--- src/rtl/ed_seq.sv ---
// ed_seq: multi-channel edge sequencer.
// Each channel compares the shared signed time counter against a threshold
// that starts at x and advances by dx on every outer-loop step. Channels run
// in level mode (out follows the hit) or pulse mode (one fixed-width pulse per
// outer iteration). All outputs are registered.
module ed_seq #(
    parameter int IN_BITS = 32,
    parameter int N_CH    = 8,
    parameter int CH_BITS = 3,
    parameter int W_BITS  = 16
) (
    input  logic               clk,
    input  logic               rst_n,
    input  logic               enable,
    input  logic [IN_BITS-1:0] count,
    input  logic               outer_step,
    input  logic               outer_clear,
    input  logic               cfg_we,
    input  logic [CH_BITS-1:0] cfg_ch,
    input  logic [IN_BITS-1:0] cfg_x,
    input  logic [IN_BITS-1:0] cfg_dx,
    input  logic               cfg_mode,
    input  logic [W_BITS-1:0]  cfg_width,
    output logic [N_CH-1:0]    out,
    output logic [N_CH-1:0]    fired
);

    for (genvar i = 0; i < N_CH; i++) begin : g_ch
        logic [IN_BITS-1:0] x_q, x_d, dx_q, dx_d, thr_q, thr_d;
        logic [W_BITS-1:0]  width_q, width_d, pcnt_q, pcnt_d;
        logic               mode_q, mode_d;
        logic               armed_q, armed_d;
        logic               out_q, out_d;
        logic               fired_q, fired_d;
        logic               wr, hit;

        // Indices at or above N_CH never match any channel, so such writes drop.
        assign wr  = cfg_we && (cfg_ch == CH_BITS'(i));
        assign hit = enable && ($signed(count) >= $signed(thr_q));

        // Next state: output/pulse behaviour first, then config and
        // outer-loop events override threshold, arming and the fired flag.
        always_comb begin
            x_d     = x_q;
            dx_d    = dx_q;
            thr_d   = thr_q;
            mode_d  = mode_q;
            width_d = width_q;
            armed_d = armed_q;
            pcnt_d  = pcnt_q;
            out_d   = out_q;
            fired_d = fired_q;

            if (!enable) begin
                // Abort any pulse; armed/fired are left alone.
                out_d  = 1'b0;
                pcnt_d = '0;
            end else if (!mode_q) begin
                out_d = hit;
                if (hit) fired_d = 1'b1;
            end else if (out_q) begin
                // Pulse in progress: out stays high until the counter has
                // run down, and no new fire is allowed on the falling edge.
                if (pcnt_q != '0) pcnt_d = pcnt_q - W_BITS'(1);
                else              out_d  = 1'b0;
            end else if (hit && armed_q) begin
                out_d   = 1'b1;
                pcnt_d  = (width_q == '0) ? '0 : width_q - W_BITS'(1);
                armed_d = 1'b0;
                fired_d = 1'b1;
            end

            if (wr) begin
                x_d     = cfg_x;
                dx_d    = cfg_dx;
                thr_d   = cfg_x;
                mode_d  = cfg_mode;
                width_d = cfg_width;
                armed_d = 1'b1;
                pcnt_d  = '0;
                out_d   = 1'b0;
            end else if (outer_clear) begin
                thr_d   = x_q;
                armed_d = 1'b1;
                fired_d = 1'b0;
            end else if (outer_step) begin
                // Wraps modulo 2^IN_BITS by design.
                thr_d   = thr_q + dx_q;
                armed_d = 1'b1;
                fired_d = 1'b0;
            end
        end

        // Channel state registers.
        always_ff @(posedge clk or negedge rst_n) begin
            if (!rst_n) begin
                x_q     <= '0;
                dx_q    <= '0;
                thr_q   <= '0;
                mode_q  <= 1'b0;
                width_q <= '0;
                armed_q <= 1'b1;
                pcnt_q  <= '0;
                out_q   <= 1'b0;
                fired_q <= 1'b0;
            end else begin
                x_q     <= x_d;
                dx_q    <= dx_d;
                thr_q   <= thr_d;
                mode_q  <= mode_d;
                width_q <= width_d;
                armed_q <= armed_d;
                pcnt_q  <= pcnt_d;
                out_q   <= out_d;
                fired_q <= fired_d;
            end
        end

        assign out[i]   = out_q;
        assign fired[i] = fired_q;
    end

endmodule

--- config.mk ---
export PLATFORM = sky130hd
export DESIGN_NAME = ed_seq
export DESIGN_NICKNAME = d
export VERILOG_FILES = /design/src/rtl/ed_seq.sv
export SDC_FILE = /design/constraint.sdc
export NUM_CORES = 2
export LEC_CHECK = 0
export ABC_AREA = 1
export CORE_MARGIN = 1
export CORE_UTILIZATION = 56
export DETAILED_ROUTE_END_ITERATION = 8
export PLACE_DENSITY = 0.73
export SYNTH_ARGS = -nofsm -noshare
export SYNTH_HDL_FRONTEND = slang
export SYNTH_SLANG_ARGS = --single-unit
--- constraint.sdc ---
create_clock -name clk -period 5.2 [get_ports clk]
set_clock_uncertainty 0.15 [all_clocks]
set_input_delay 0.78 -clock clk [delete_from_list [all_inputs] [get_ports clk]]
set_output_delay 0.78 -clock clk [all_outputs]
set_load 0.005 [all_outputs]
==> impl_metrics.env <==
export IMPL_status="finished, violations left"
export IMPL_violations="design-rule violations"
export IMPL_wl_met2_um=114000
export IMPL_syn_avg_cell_area_um2=7.343
export IMPL_drive_gt1_frac=0.04694
export IMPL_relSlewSlack=0.1214
export IMPL_setup_tns_final_ps=0
export IMPL_cts_made_buffers=114
export IMPL_synthAdderAreaFrac=0.09630
export IMPL_io_pins=138
export IMPL_async_flop_share=1.000
export IMPL_synth_yosys_seq_area_share=0.3762
export IMPL_fmax_mhz=237.0
export IMPL_whs_ps=319.7
export IMPL_post_route_min_period_ps=4219
export IMPL_syn_to_final_growth_pct=10.28
export IMPL_top_layer_used="met5"
export IMPL_cts_sinks=1056
export IMPL_grt_pass1_vias=64850
export IMPL_antenna_found_initial=32
export IMPL_viasPerCell=6.074
export IMPL_path_delay_family="simple AND/OR/NAND/NOR gates"
export IMPL_syn_cell_area_um2=70260
export IMPL_fin_area_um2=77490
export IMPL_cp_max_fo=17
export IMPL_cp_arrival_ps=4750
export IMPL_synth_seq_cells=1056
export IMPL_synth_simple_gate_area_frac=0.2252
export IMPL_nNetsFinal=10280
export IMPL_rsz0062_at_grt="false"
export IMPL_yosys_warnings=0
export IMPL_wire_per_inst_um=23.47
export IMPL_gp_congestion=1.002
export IMPL_period_share=0.8113
export IMPL_pre_cts_ws_ps=563.6
export IMPL_clockRootBuffer="clkbuf_16"
export IMPL_synth_top_flop_cell="dfrtp_1"
export IMPL_synth_nets=10230
export IMPL_placed_area_um2=73470
export IMPL_routed_wl_um=267400
export IMPL_hold_class="reg -> reg"
export IMPL_p_leak_nw=38.33
export IMPL_grtUsageTotal=0.4192
export IMPL_synth_top_family_by_area="simple AND/OR/NAND/NOR gates"
export IMPL_die_area_um2=126900
export IMPL_maxSlewViolCount=0
export IMPL_place_inst=11140
export IMPL_cp_common_cell="nand2_1"
export IMPL_cts_max_level=3
export IMPL_ctsResizeCount=0
export IMPL_drc=24
export IMPL_fp_dieW_um=356.2
export IMPL_synth_xor_xnor_area_share=0.03253
export IMPL_grt_pass1_wl_um=399400
export IMPL_first_iter_violations=8142
export IMPL_synthMuxAreaShare=0.0008548
export IMPL_rows=129
export IMPL_grt_max_degree=148
export IMPL_syn_inst=9569
export IMPL_slowest_delay_ps=780
export IMPL_p_total_mw=40.06
export IMPL_postRouteAntennaNets=0
export IMPL_critical_path_class="in -> reg"
export IMPL_crit_path_start_kind="input pin"
export IMPL_initial_core_util=0.5661
export IMPL_cts_tree="yes"
export IMPL_yosysUniqueCellTypes=60
export IMPL_crit_required_ps=5730
export IMPL_numPortBuffers=137
export IMPL_drtPass1Iterations=9
export IMPL_cp_slowest_cell="clkdlybuf4s50_1"
export IMPL_grt_overflow_total=0
export IMPL_clock_latency_ps=760
export IMPL_met3_length_um=28230
export IMPL_crit_buf_inv=2
export IMPL_end_kind="flop"
export IMPL_synth_compound_area_share=0.1820
export IMPL_synth_edf_count=0
export IMPL_vias=69180
export IMPL_final_cells=11390
export IMPL_fin_util=0.6243
export IMPL_post_dp_hpwl_um=185900
export IMPL_cellPowerDensity_nw_per_um2=516.9
export IMPL_path_clk_slew_ps=60
export IMPL_core_area_um2=124100
export IMPL_cts_max_path_buffers=3
export IMPL_hold_viol=0
export IMPL_vdd_ir_drop_max_mv=0.3304
export IMPL_maxCapViolCount=0
export IMPL_cp_cell_sequence="clkdlybuf4s50_1, buf_4, ha_1, nand2_1, nor2_1, nand4_1, nor2_1, nand4_1, nand3_1, nand3_1, nand2_1, nand2_4, nand2_2, nand2_1, nand2_1"
export IMPL_worst_pin_slew_ps=1316
export IMPL_fin_ws_ps=981.3
export IMPL_setup_viol=0
export IMPL_met1Wirelength_um=104900
export IMPL_fp_dieH_um=356.2
## synthesized netlist by cell type (27+ instances only)
library cell | instances | area, um2
nor2_1 | 808 | 3033
a211oi_1 | 27 | 202.7
o221ai_1 | 78 | 683.2
o21ai_0 | 1121 | 5610
clkbuf_2 | 40 | 200.2
nor3_1 | 119 | 595.6
o211ai_1 | 115 | 863.3
nor4_1 | 38 | 237.7
nand3_1 | 457 | 2287
a21o_1 | 51 | 382.9
inv_1 | 1204 | 4519
ha_1 | 528 | 6606
dfrtp_1 | 1048 | 26230
o21bai_1 | 48 | 360.4
buf_1 | 39 | 146.4
nand4_1 | 109 | 681.9
nand2_1 | 2230 | 8371
xnor2_1 | 74 | 648.1
clkbuf_1 | 233 | 874.6
a31oi_1 | 33 | 206.5
xor2_1 | 187 | 1638
a21oi_1 | 678 | 3393
## path summary, 6_finish.rpt
check	cells after the start	slack (ps)	endpoint	start
setup / recovery	15	980	g_ch[6].pcnt_q[0]	count[31]
hold / removal	2	320	g_ch[0].x_q[2]	g_ch[0].x_q[2]
setup reg to reg	14	1760	g_ch[6].pcnt_q[0]	g_ch[6].thr_q[31]
hold reg to reg	2	320	g_ch[0].x_q[2]	g_ch[0].x_q[2]
max in group asynchronous	3	3110	g_ch[1].pcnt_q[9]	rst_n
min in group asynchronous	2	440	g_ch[4].pcnt_q[2]	rst_n
## flip-flops by register name, indices dropped and copies added (netlist names)
| signal | flops |
|---|---|
| g_ch.dx_q | 256 |
| g_ch.thr_q | 256 |
| g_ch.x_q | 256 |
| g_ch.pcnt_q | 128 |
| g_ch.width_q | 128 |
| g_ch.armed_q | 8 |
| g_ch.fired_q | 8 |
| g_ch.mode_q | 8 |
| g_ch.out_q | 8 |
## per-layer routing
layer / track usage / vias to the layer above
met1: 0.5504 / 33080
met4: 0.2746 / 12
met2: 0.6223 / 3471
met5: 0 / -
li1: - / 31900
met3: 0.09488 / 724
## area by class of cell
| cell class | instances | area (um2) |
|---|---|---|
| tap | 1637 | 2048 |
| sequential | 1056 | 26440 |
| timing repair buffer | 291 | 2605 |
| fill | 11290 | 46630 |
| multi-input combinational | 6934 | 37790 |
| inverter | 1226 | 4607 |
| clock buffer | 159 | 3324 |
| clock inverter | 49 | 581.8 |
| antenna | 39 | 97.59 |
## timing repair
| action | in CTS | in global routing |
|---|---|---|
| hold endpoints to repair | 53 | 0 |
| hold buffers | 1 | 0 |
| endpoints found under the setup margin | 0 | 0 |
| setup buffers | 0 | 0 |
## cells by family after synthesis
family | count (synthesis)
DFF | 1056
and+or+nand+nor | 3836
buffers and inverters | 1579
AOI/OAI and AO/OA | 2295
adders and majority gates | 536
xor gates and xnor gates | 261
muxes | 6
## worst register-to-register path, delay by kind of cell, from the launching register on
family,cells,cell delay [ps]
flip-flops,1,390
adder cells (fa/ha/maj),1,330
buffers and inverters,1,60
AND/OR/NAND/NOR,12,2460
## report_power, final
group          internal (mW)  leakage, nW  switching [mW]
logic                   6.63         23.4            12.5
registers               10.4         13.0            1.85
clock network           4.95         1.92            3.67
## layout by cell type (no fill, tap or decap), types with 26 or more instances in the layout
| cell type | n |
|---|---|
| nor2_1 | 798 |
| xnor2_1 | 74 |
| ha_1 | 528 |
| clkdlybuf4s50_1 | 120 |
| dfrtp_1 | 1048 |
| o21ai_0 | 1121 |
| o21bai_1 | 48 |
| diode_2 | 39 |
| nor4_1 | 38 |
| a21oi_1 | 678 |
| inv_1 | 1200 |
| nand3_1 | 457 |
| o211ai_1 | 115 |
| clkbuf_8 | 26 |
| nand2_1 | 2230 |
| o221ai_1 | 78 |
| a211oi_1 | 27 |
| nor3_1 | 119 |
| nand4_1 | 109 |
| buf_4 | 143 |
| a21boi_0 | 26 |
| clkbuf_16 | 116 |
| a31oi_1 | 33 |
| a21o_1 | 51 |
| xor2_1 | 187 |
Power figures use the tool's default switching activity.
